<file path="config.mk">
export PLATFORM = sky130hd
export DESIGN_NAME = cart_bus_ctrl_flat
export DESIGN_NICKNAME = d
export VERILOG_FILES = /design/src/rtl/cart_bus_ctrl_if.sv /design/src/rtl/cart_bus_ctrl.sv /design/src/flat_wrapper.sv
export SDC_FILE = /design/constraint.sdc
export NUM_CORES = 1
export LEC_CHECK = 0
export CELL_PAD_IN_SITES_DETAIL_PLACEMENT = 0
export CELL_PAD_IN_SITES_GLOBAL_PLACEMENT = 1
export CORE_ASPECT_RATIO = 1.25
export CORE_MARGIN = 5
export CORE_UTILIZATION = 30
export CTS_CLUSTER_DIAMETER = 80
export DETAILED_ROUTE_END_ITERATION = 6
export GPL_TIMING_DRIVEN = 0
export MAX_ROUTING_LAYER = met4
export PLACE_DENSITY_LB_ADDON = 0.1
export SLEW_MARGIN = 20
export SYNTH_ARGS = -nofsm -noshare
export SYNTH_HDL_FRONTEND = slang
export SYNTH_SLANG_ARGS = --single-unit
</file>
<file path="constraint.sdc">
create_clock -name CLOCK_50 -period 4.28 [get_ports CLOCK_50]
set_clock_uncertainty 0.1 [all_clocks]
set_input_delay 0.642 -clock CLOCK_50 [delete_from_list [all_inputs] [get_ports CLOCK_50]]
set_output_delay 0.642 -clock CLOCK_50 [all_outputs]
set_load 0.01 [all_outputs]
</file>
<file path="src/rtl/cart_bus_ctrl_if.sv">
// Cartridge bus controller signal bundle: two requester handshakes plus the
// cartridge-edge CPU bus pins. The controller takes the slave view; the
// requesters and pin drivers take the master view.
interface cart_bus_ctrl_if;
  logic        cpu_req;
  logic [15:0] cpu_addr;
  logic        cpu_rw;
  logic [7:0]  cpu_wdata;
  logic        cpu_ack;
  logic [7:0]  cpu_rdata;

  logic        dbg_req;
  logic [15:0] dbg_addr;
  logic        dbg_rw;
  logic [7:0]  dbg_wdata;
  logic        dbg_ack;
  logic [7:0]  dbg_rdata;

  logic [14:0] bus_a;
  logic        bus_rw;
  logic        bus_m2;
  logic        bus_romsel_n;
  logic [7:0]  bus_d_out;
  logic        bus_d_oe;
  logic [7:0]  bus_d_in;
  logic        busy;

  modport slave (
    input  cpu_req, cpu_addr, cpu_rw, cpu_wdata,
    output cpu_ack, cpu_rdata,
    input  dbg_req, dbg_addr, dbg_rw, dbg_wdata,
    output dbg_ack, dbg_rdata,
    output bus_a, bus_rw, bus_m2, bus_romsel_n, bus_d_out, bus_d_oe,
    input  bus_d_in,
    output busy
  );

  modport master (
    output cpu_req, cpu_addr, cpu_rw, cpu_wdata,
    input  cpu_ack, cpu_rdata,
    output dbg_req, dbg_addr, dbg_rw, dbg_wdata,
    input  dbg_ack, dbg_rdata,
    input  bus_a, bus_rw, bus_m2, bus_romsel_n, bus_d_out, bus_d_oe,
    output bus_d_in,
    input  busy
  );
endinterface

</file>
<file path="src/rtl/cart_bus_ctrl.sv">
// Cartridge-edge CPU bus sequencer. Arbitrates round-robin between the CPU
// core and a debug/dump engine, then runs one timed bus cycle per grant:
// SETUP (address/RW valid), ACTIVE (M2 high), HOLD, and a one-cycle DONE ack.
// All bus pins are registered and change together with the state register.
module cart_bus_ctrl #(
  parameter int unsigned SETUP_CYC  = 3,
  parameter int unsigned ACTIVE_CYC = 12,
  parameter int unsigned HOLD_CYC   = 3,
  parameter int unsigned CNT_W      = 5
) (
  input  logic             CLOCK_50,
  input  logic             reset,
  cart_bus_ctrl_if.slave   bif
);

  localparam logic [2:0] S_IDLE   = 3'd0;
  localparam logic [2:0] S_SETUP  = 3'd1;
  localparam logic [2:0] S_ACTIVE = 3'd2;
  localparam logic [2:0] S_HOLD   = 3'd3;
  localparam logic [2:0] S_DONE   = 3'd4;

  localparam logic [CNT_W-1:0] L_SETUP_LAST  = CNT_W'(SETUP_CYC - 1);
  localparam logic [CNT_W-1:0] L_ACTIVE_LAST = CNT_W'(ACTIVE_CYC - 1);
  localparam logic [CNT_W-1:0] L_HOLD_LAST   = CNT_W'(HOLD_CYC - 1);

  logic [2:0]       r_state;
  logic [CNT_W-1:0] r_cnt;
  logic             r_last_dbg;
  logic             r_gnt_dbg;
  logic             r_a15;
  logic             r_rw;
  logic [7:0]       r_wdata;
  logic [7:0]       r_cap;
  logic [14:0]      r_bus_a;
  logic             r_bus_rw;
  logic             r_bus_m2;
  logic             r_romsel_n;
  logic [7:0]       r_d_out;
  logic             r_d_oe;
  logic             r_cpu_ack;
  logic             r_dbg_ack;
  logic [7:0]       r_cpu_rdata;
  logic [7:0]       r_dbg_rdata;

  logic             w_any_req;
  logic             w_gnt_dbg;
  logic [15:0]      w_addr;
  logic             w_rw;
  logic [7:0]       w_wdata;

  // Round-robin pick: debug wins only if it is alone or the CPU went last.
  always_comb begin
    w_any_req = bif.cpu_req | bif.dbg_req;
    w_gnt_dbg = bif.dbg_req & (~bif.cpu_req | ~r_last_dbg);
    w_addr    = w_gnt_dbg ? bif.dbg_addr  : bif.cpu_addr;
    w_rw      = w_gnt_dbg ? bif.dbg_rw    : bif.cpu_rw;
    w_wdata   = w_gnt_dbg ? bif.dbg_wdata : bif.cpu_wdata;
  end

  // Bus-cycle sequencer; pin registers are updated on each state transition
  // so every pin value lines up with the state it belongs to.
  always_ff @(posedge CLOCK_50 or posedge reset) begin
    if (reset) begin
      r_state     <= S_IDLE;
      r_cnt       <= '0;
      r_last_dbg  <= 1'b1;
      r_gnt_dbg   <= 1'b0;
      r_a15       <= 1'b0;
      r_rw        <= 1'b1;
      r_wdata     <= '0;
      r_cap       <= '0;
      r_bus_a     <= '0;
      r_bus_rw    <= 1'b1;
      r_bus_m2    <= 1'b0;
      r_romsel_n  <= 1'b1;
      r_d_out     <= '0;
      r_d_oe      <= 1'b0;
      r_cpu_ack   <= 1'b0;
      r_dbg_ack   <= 1'b0;
      r_cpu_rdata <= '0;
      r_dbg_rdata <= '0;
    end else begin
      r_cpu_ack <= 1'b0;
      r_dbg_ack <= 1'b0;
      case (r_state)
        S_IDLE: begin
          if (w_any_req) begin
            r_gnt_dbg  <= w_gnt_dbg;
            r_last_dbg <= w_gnt_dbg;
            r_a15      <= w_addr[15];
            r_rw       <= w_rw;
            r_wdata    <= w_wdata;
            r_bus_a    <= w_addr[14:0];
            r_bus_rw   <= w_rw;
            r_cnt      <= '0;
            r_state    <= S_SETUP;
          end
        end
        S_SETUP: begin
          if (r_cnt == L_SETUP_LAST) begin
            r_cnt      <= '0;
            r_state    <= S_ACTIVE;
            r_bus_m2   <= 1'b1;
            r_romsel_n <= ~r_a15;
            r_d_oe     <= ~r_rw;
            if (!r_rw) r_d_out <= r_wdata;
          end else begin
            r_cnt <= r_cnt + CNT_W'(1);
          end
        end
        S_ACTIVE: begin
          if (r_cnt == L_ACTIVE_LAST) begin
            if (r_rw) r_cap <= bif.bus_d_in;
            r_cnt      <= '0;
            r_state    <= S_HOLD;
            r_bus_m2   <= 1'b0;
            r_romsel_n <= 1'b1;
          end else begin
            r_cnt <= r_cnt + CNT_W'(1);
          end
        end
        S_HOLD: begin
          if (r_cnt == L_HOLD_LAST) begin
            r_cnt     <= '0;
            r_state   <= S_DONE;
            r_bus_rw  <= 1'b1;
            r_d_oe    <= 1'b0;
            r_cpu_ack <= ~r_gnt_dbg;
            r_dbg_ack <= r_gnt_dbg;
            if (r_rw) begin
              if (r_gnt_dbg) r_dbg_rdata <= r_cap;
              else           r_cpu_rdata <= r_cap;
            end
          end else begin
            r_cnt <= r_cnt + CNT_W'(1);
          end
        end
        S_DONE:  r_state <= S_IDLE;
        default: r_state <= S_IDLE;
      endcase
    end
  end

  assign bif.bus_a        = r_bus_a;
  assign bif.bus_rw       = r_bus_rw;
  assign bif.bus_m2       = r_bus_m2;
  assign bif.bus_romsel_n = r_romsel_n;
  assign bif.bus_d_out    = r_d_out;
  assign bif.bus_d_oe     = r_d_oe;
  assign bif.cpu_ack      = r_cpu_ack;
  assign bif.dbg_ack      = r_dbg_ack;
  assign bif.cpu_rdata    = r_cpu_rdata;
  assign bif.dbg_rdata    = r_dbg_rdata;
  assign bif.busy         = (r_state != S_IDLE);

endmodule

</file>
<file path="src/flat_wrapper.sv">
// flat-port wrapper written by rule: the top's interface ports become plain ports
module cart_bus_ctrl_flat 
#(
  parameter int unsigned SETUP_CYC  = 3,
  parameter int unsigned ACTIVE_CYC = 12,
  parameter int unsigned HOLD_CYC   = 3,
  parameter int unsigned CNT_W      = 5
)
  (CLOCK_50, reset, bif_cpu_req, bif_cpu_addr, bif_cpu_rw, bif_cpu_wdata, bif_cpu_ack, bif_cpu_rdata, bif_dbg_req, bif_dbg_addr, bif_dbg_rw, bif_dbg_wdata, bif_dbg_ack, bif_dbg_rdata, bif_bus_a, bif_bus_rw, bif_bus_m2, bif_bus_romsel_n, bif_bus_d_out, bif_bus_d_oe, bif_bus_d_in, bif_busy);
  cart_bus_ctrl_if bif_i ();
  input  logic CLOCK_50;
  input  logic reset;
  input wire logic [$bits(bif_i.cpu_req)-1:0] bif_cpu_req;
  input wire logic [$bits(bif_i.cpu_addr)-1:0] bif_cpu_addr;
  input wire logic [$bits(bif_i.cpu_rw)-1:0] bif_cpu_rw;
  input wire logic [$bits(bif_i.cpu_wdata)-1:0] bif_cpu_wdata;
  output wire logic [$bits(bif_i.cpu_ack)-1:0] bif_cpu_ack;
  output wire logic [$bits(bif_i.cpu_rdata)-1:0] bif_cpu_rdata;
  input wire logic [$bits(bif_i.dbg_req)-1:0] bif_dbg_req;
  input wire logic [$bits(bif_i.dbg_addr)-1:0] bif_dbg_addr;
  input wire logic [$bits(bif_i.dbg_rw)-1:0] bif_dbg_rw;
  input wire logic [$bits(bif_i.dbg_wdata)-1:0] bif_dbg_wdata;
  output wire logic [$bits(bif_i.dbg_ack)-1:0] bif_dbg_ack;
  output wire logic [$bits(bif_i.dbg_rdata)-1:0] bif_dbg_rdata;
  output wire logic [$bits(bif_i.bus_a)-1:0] bif_bus_a;
  output wire logic [$bits(bif_i.bus_rw)-1:0] bif_bus_rw;
  output wire logic [$bits(bif_i.bus_m2)-1:0] bif_bus_m2;
  output wire logic [$bits(bif_i.bus_romsel_n)-1:0] bif_bus_romsel_n;
  output wire logic [$bits(bif_i.bus_d_out)-1:0] bif_bus_d_out;
  output wire logic [$bits(bif_i.bus_d_oe)-1:0] bif_bus_d_oe;
  input wire logic [$bits(bif_i.bus_d_in)-1:0] bif_bus_d_in;
  output wire logic [$bits(bif_i.busy)-1:0] bif_busy;
  assign bif_i.cpu_req = bif_cpu_req;
  assign bif_i.cpu_addr = bif_cpu_addr;
  assign bif_i.cpu_rw = bif_cpu_rw;
  assign bif_i.cpu_wdata = bif_cpu_wdata;
  assign bif_cpu_ack = bif_i.cpu_ack;
  assign bif_cpu_rdata = bif_i.cpu_rdata;
  assign bif_i.dbg_req = bif_dbg_req;
  assign bif_i.dbg_addr = bif_dbg_addr;
  assign bif_i.dbg_rw = bif_dbg_rw;
  assign bif_i.dbg_wdata = bif_dbg_wdata;
  assign bif_dbg_ack = bif_i.dbg_ack;
  assign bif_dbg_rdata = bif_i.dbg_rdata;
  assign bif_bus_a = bif_i.bus_a;
  assign bif_bus_rw = bif_i.bus_rw;
  assign bif_bus_m2 = bif_i.bus_m2;
  assign bif_bus_romsel_n = bif_i.bus_romsel_n;
  assign bif_bus_d_out = bif_i.bus_d_out;
  assign bif_bus_d_oe = bif_i.bus_d_oe;
  assign bif_i.bus_d_in = bif_bus_d_in;
  assign bif_busy = bif_i.busy;
  cart_bus_ctrl #(.SETUP_CYC(SETUP_CYC), .ACTIVE_CYC(ACTIVE_CYC), .HOLD_CYC(HOLD_CYC), .CNT_W(CNT_W)) u_core (.CLOCK_50(CLOCK_50), .reset(reset), .bif(bif_i));
endmodule
</file>
==> impl_metrics.env, run 1 <==
export IMPL_coreArea_sq_um=10500
export IMPL_cts_root_buf="clkbuf_16"
export IMPL_synth_seq_cells=73
export IMPL_clockBufferDepth=2
export IMPL_sw_frac_of_total=0.315
export IMPL_crit_chain="clkbuf_1 -> or3_1 -> clkdlybuf4s50_1"
export IMPL_internal_power_mw=2.09
export IMPL_seq_area_sq_um=1830
export IMPL_slowest_delay_ns=0.50
export IMPL_drcViolationCount=0
export IMPL_period_needed_ns=2.64
export IMPL_post_cts_buffers=0
export IMPL_gp_congestion=0.787
export IMPL_final_nets=441
export IMPL_combPwrFrac=0.381
export IMPL_cts_made_buffers=9
export IMPL_cts_sinks=73
export IMPL_route_detailed_wl_per_inst_um=14.9
export IMPL_total_power_mw=3.05
export IMPL_worstPathRequired_ns=3.54
export IMPL_area_growth_pct=49.0
export IMPL_synth_avg_cell_area_sq_um=12.3
export IMPL_grt_max_degree=44
export IMPL_dp_hpwl_mm=5.67
export IMPL_final_util=0.453
export IMPL_status="completed"
export IMPL_nFillCells=984
export IMPL_most_common_layout_cells="clkdlybuf4s50_1 (107), dfrtp_1 (69), nand2_1 (38), o21ai_1 (27), mux2i_1 (25)"
export IMPL_final_common_cell="clkdlybuf4s50_1"
export IMPL_antenna_left=0
export IMPL_max_freq_ghz=0.379
export IMPL_insertion_delay_ns=0.33
export IMPL_multi_input_area_sq_um=1270
export IMPL_grt_pass1_wl_mm=12.7
export IMPL_maxCapViolCount=0
export IMPL_die_w_um=102
export IMPL_overflow=0
export IMPL_io_buffers=107
export IMPL_p_leak_nw=2.09
export IMPL_antenna_found_initial=0
export IMPL_ys_flop_type="dfrtp_1"
export IMPL_yosysUniqueCellTypes=43
export IMPL_seq_power_share=0.380
export IMPL_hold_viol_final=0
export IMPL_dr_pass1_iters=4
export IMPL_io_pins=108
export IMPL_startpoint_type="register"
export IMPL_initial_core_util=0.304
export IMPL_row_count=42
export IMPL_end_kind="primary output"
export IMPL_cts_resized_gates=0
export IMPL_hold_slack_ns=0.350
export IMPL_dr_first_iter_drc_count=48
export IMPL_htree_levels=3
export IMPL_n_antenna_cell=0
export IMPL_vias_per_cell=4.57
export IMPL_hp_class="reg2reg"
export IMPL_cts_hold_buf=0
export IMPL_cp_slowest_cell="clkdlybuf4s50_1"
export IMPL_drive_gt1_frac=0.115
export IMPL_cp_max_fo=10
export IMPL_routed_wl_mm=7.67
export IMPL_criticalPathCategory="reg2out"
export IMPL_grt_total_usage=0.134
export IMPL_synth_edf_count=0
export IMPL_max_slew_margin_rel=0.479
export IMPL_tightestPinTransition_ns=0.781
export IMPL_synthesis_nets=322
export IMPL_rsz0062_at_grt="false"
export IMPL_clkPwrFrac=0.238
export IMPL_vias=2350
export IMPL_ir_drop_mv=0.222
export IMPL_tritoncts="yes"
export IMPL_min_period_over_period=0.616
export IMPL_syn_area_sq_um=3180
export IMPL_clk_pin_slew_ns=0.06
export IMPL_async_flop_share=1.00
export IMPL_seq_area_frac_synth=0.577
export IMPL_switching_power_mw=0.959
export IMPL_dieArea_sq_um=12800
export IMPL_finalSetupViolations=0
export IMPL_crit_arrival_ns=1.89
export IMPL_maxSlewViolCount=0
export IMPL_fin_setup_tns_ns=0
export IMPL_yosys_warnings=0
export IMPL_die_h_um=125
export IMPL_netlist_instances=258
export IMPL_grt_pass1_vias=2465
export IMPL_power_density_nw_per_um2=644
## state kept, by name, summed over array words and instances, names as in the netlist, 3 cells and up
register	count
u_core.r_wdata	8
u_core.r_cap	8
u_core.bif.cpu_rdata	8
u_core.bif.bus_a	15
u_core.r_state	3
u_core.bif.dbg_rdata	8
u_core.bif.bus_d_out	8
u_core.r_cnt	5
## synth_stat cells, types with 4 or more instances
| master | number | area share |
|---|---|---|
| mux2_2 | 8 | 0.028 |
| nand2_1 | 38 | 0.045 |
| nor2_1 | 5 | 0.0059 |
| o21ai_1 | 27 | 0.043 |
| mux2i_1 | 25 | 0.079 |
| mux2_1 | 16 | 0.057 |
| clkbuf_1 | 10 | 0.012 |
| dfstp_2 | 4 | 0.033 |
| mux2_4 | 8 | 0.038 |
| dfrtp_1 | 69 | 0.54 |
## routing by layer
metal,global-route usage,vias to the layer above,share of wire
li1,-,1150,-
met1,0.169,1107,0.44
met2,0.196,77,0.47
met3,0.0401,16,0.060
met4,0.0610,0,0.025
met5,-,-,0
## worst paths after layout
kind	to	cells past startpoint	slack [ns]	start
setup / recovery	bif_busy	3	1.64	u_core.r_state[1]
hold / removal	u_core.bif.bus_romsel_n	1	0.35	u_core.r_a15
setup reg to reg	u_core.bif.bus_d_out[4]	7	1.91	u_core.r_cnt[0]
hold reg to reg	u_core.bif.bus_romsel_n	1	0.35	u_core.r_a15
max in group asynchronous	u_core.bif.bus_rw	3	2.89	reset
min in group asynchronous	u_core.bif.bus_d_out[4]	2	0.57	reset
## cells by family (layout without fill, tap and decap cells)
| kind of cell | count (synthesis) | count (layout) | share of synthesized area |
|---|---|---|---|
| adders and majority gates | 2 | 2 | 0.00788 |
| DFF | 73 | 73 | 0.577 |
| buffers and inverters | 17 | 141 | 0.0240 |
| AOI/OAI and AO/OA | 43 | 43 | 0.0788 |
| muxes | 57 | 57 | 0.202 |
| and+or+nand+nor | 65 | 65 | 0.108 |
| xor gates and xnor gates | 1 | 1 | 0.00276 |
## through the flow
step           instances  setup slack (ns)  area (sq um)
2_1_floorplan        258              1.69          3180
3_3_place_gp         497             0.328          4410
3_5_place_dp         498              1.42          4440
4_1_cts              514              1.61          4730
5_1_grt              514              1.55          4730
6_report             514              1.64          4730
## final cells by class
cell class / instances / area share
Buffer: 14 / 0.0137
Clock buffer: 11 / 0.0492
Sequential cell: 73 / 0.387
Tap cell: 132 / 0.0349
Multi-Input combinational cell: 168 / 0.268
Clock inverter: 5 / 0.0122
Inverter: 3 / 0.00291
Timing Repair Buffer: 108 / 0.232
## power groups by stage
stage	clock network, mW	registers, mW	logic (mW)
final	0.726	1.16	1.16
after CTS	0.751	1.16	1.19
after global routing	0.782	1.20	1.28
after global placement	0	1.16	1.18
after detailed placement	0	1.17	1.19
after floorplan	0	1.24	0.501
## critical path: cells and delay by family (launching register included)
kind          cells  cell delay (ns)
buf+inv           2             0.73
flops             1             0.35
simple gates      1             0.48
Power figures use the tool's default switching activity.
==> inputs of run 2 (changes only) <==
- clock period: 4.28 -> 2.5 ns (I/O delays scaled with it)
==> impl_metrics.env, run 2 (same netlist as run 1, synthesis figures left out) <==
export IMPL_drcViolationCount=0
export IMPL_slowest_delay_ns=0.50
export IMPL_min_period_over_period=0.950
export IMPL_startpoint_type="register"
export IMPL_clkPwrFrac=0.237
export IMPL_final_common_cell="clkdlybuf4s50_1"
export IMPL_antenna_found_initial=0
export IMPL_gr_max_usage_layer="met2"
export IMPL_max_slew_margin_rel=0.479
export IMPL_rsz0062_at_grt="false"
export IMPL_final_nets=444
export IMPL_overflow=0
export IMPL_io_buffers=107
export IMPL_vias=2368
export IMPL_insertion_delay_ns=0.33
export IMPL_postPlaceCellArea_sq_um=4440
export IMPL_dp_hpwl_mm=5.67
export IMPL_cp_slowest_cell="clkdlybuf4s50_1"
export IMPL_maxCapViolCount=0
export IMPL_power_density_nw_per_um2=1100
export IMPL_crit_arrival_ns=1.90
export IMPL_internal_power_mw=3.59
export IMPL_cts_resized_gates=0
export IMPL_grt_pass1_wl_mm=12.7
export IMPL_tightestPinTransition_ns=0.781
export IMPL_post_cts_buffers=0
export IMPL_drive_gt1_frac=0.122
export IMPL_htree_levels=3
export IMPL_area_growth_pct=49.7
export IMPL_cp_max_fo=10
export IMPL_dr_pass1_iters=4
export IMPL_most_common_layout_cells="clkdlybuf4s50_1 (107), dfrtp_1 (69), nand2_1 (38), o21ai_1 (27), mux2i_1 (25)"
export IMPL_coreArea_sq_um=10500
export IMPL_grt_util_met2=0.196
export IMPL_dr_first_iter_drc_count=53
export IMPL_switching_power_mw=1.64
export IMPL_clockBufferDepth=2
export IMPL_die_h_um=125
export IMPL_cts_hold_buf=0
export IMPL_hold_viol_final=0
export IMPL_initial_core_util=0.304
export IMPL_stdcell_area_sq_um=4750
export IMPL_end_kind="primary output"
export IMPL_route_detailed_wl_per_inst_um=14.9
export IMPL_grtUsageMet1=0.169
export IMPL_period_needed_ns=2.37
export IMPL_n_antenna_cell=0
export IMPL_largest_reg_flops=15
export IMPL_seq_power_share=0.379
export IMPL_combPwrFrac=0.385
export IMPL_cts_made_buffers=9
export IMPL_grt_total_usage=0.134
export IMPL_vias_per_cell=4.58
export IMPL_status="completed"
export IMPL_criticalPathCategory="reg2out"
export IMPL_gp_congestion=0.787
export IMPL_tritoncts="yes"
export IMPL_post_place_ws_ns=-0.0934
export IMPL_layout_setup_ws_ns=0.125
export IMPL_p_leak_nw=2.11
export IMPL_crit_chain="clkbuf_1 -> or3_1 -> clkdlybuf4s50_1"
export IMPL_max_freq_ghz=0.421
export IMPL_worstPathRequired_ns=2.03
export IMPL_row_count=42
export IMPL_grtUsageMet3=0.0401
export IMPL_cts_root_buf="clkbuf_16"
export IMPL_io_pins=108
export IMPL_routed_wl_mm=7.68
export IMPL_antenna_left=0
export IMPL_ir_drop_mv=0.380
export IMPL_clk_pin_slew_ns=0.06
export IMPL_finalSetupViolations=0
export IMPL_grt_pass1_vias=2465
export IMPL_worstRegToRegCells=7
export IMPL_die_w_um=102
export IMPL_sw_frac_of_total=0.314
export IMPL_hp_class="in2async"
export IMPL_dieArea_sq_um=12800
export IMPL_cts_sinks=73
export IMPL_maxSlewViolCount=0
export IMPL_grt_max_degree=44
run 2: cell count changes in the layout (fill, tap and decap cells not counted):
cell	before	now
buf_4	1	4
run 2: power groups by stage:
stage               clock network, mW  logic [mW]  registers (mW)
floorplan                           0       0.858            2.12
finish                           1.24        2.01            1.98
CTS                              1.28        2.04            1.99
global route                     1.34        2.22            2.06
detailed placement                  0        2.03            2.01
global placement                    0        2.02            1.99
run 2: final timing paths:
kind	start	end	slack [ns]
hold / removal	reset	u_core.bif.bus_d_out[4]	0.30
hold reg to reg	u_core.r_a15	u_core.bif.bus_romsel_n	0.34
setup / recovery	u_core.r_state[1]	bif_busy	0.13
setup reg to reg	u_core.r_cnt[0]	u_core.bif.bus_d_out[4]	0.15
max in group asynchronous	reset	u_core.bif.bus_rw	1.38
min in group CLOCK_50	u_core.r_a15	u_core.bif.bus_romsel_n	0.34
run 2: layout make-up:
type	instances	area, sq um
buffer	14	65.1
clock buffer	11	233
clock inverter	5	57.6
fill	983	5700
inverter	3	13.8
multi-input combinational	168	1270
sequential	73	1830
tap	132	165
timing repair buffer	111	1120
run 2: worst max-delay path, delay by kind of cell, from the launching register on:
family	cells	cell delay, ns
buffers and inverters	2	0.73
and+or+nand+nor	1	0.48
DFF	1	0.35
run 2: per-layer routing:
| metal | wire (um) | part of all wire |
|---|---|---|
| met4 | 187 | 0.024 |
| met2 | 3640 | 0.47 |
| met5 | 0 | 0 |
| met3 | 462 | 0.060 |
| met1 | 3400 | 0.44 |
run 2: through the flow:
| step | instances | power (mW) | hold WS [ns] | util | setup TNS, ns |
|---|---|---|---|---|---|
| finish | 517 | 5.24 | 0.302 | 0.455 | 0 |
| global route | 517 | 5.62 | 0.340 | 0.455 | 0 |
| CTS | 514 | 5.32 | 0.307 | 0.453 | 0 |
| detailed placement | 498 | 4.04 | 0.341 | 0.425 | -0.373 |
| global placement | 497 | 4.01 | 0.318 | 0.422 | -83.93 |
| floorplan | 258 | 2.98 | 0.285 | - | 0 |
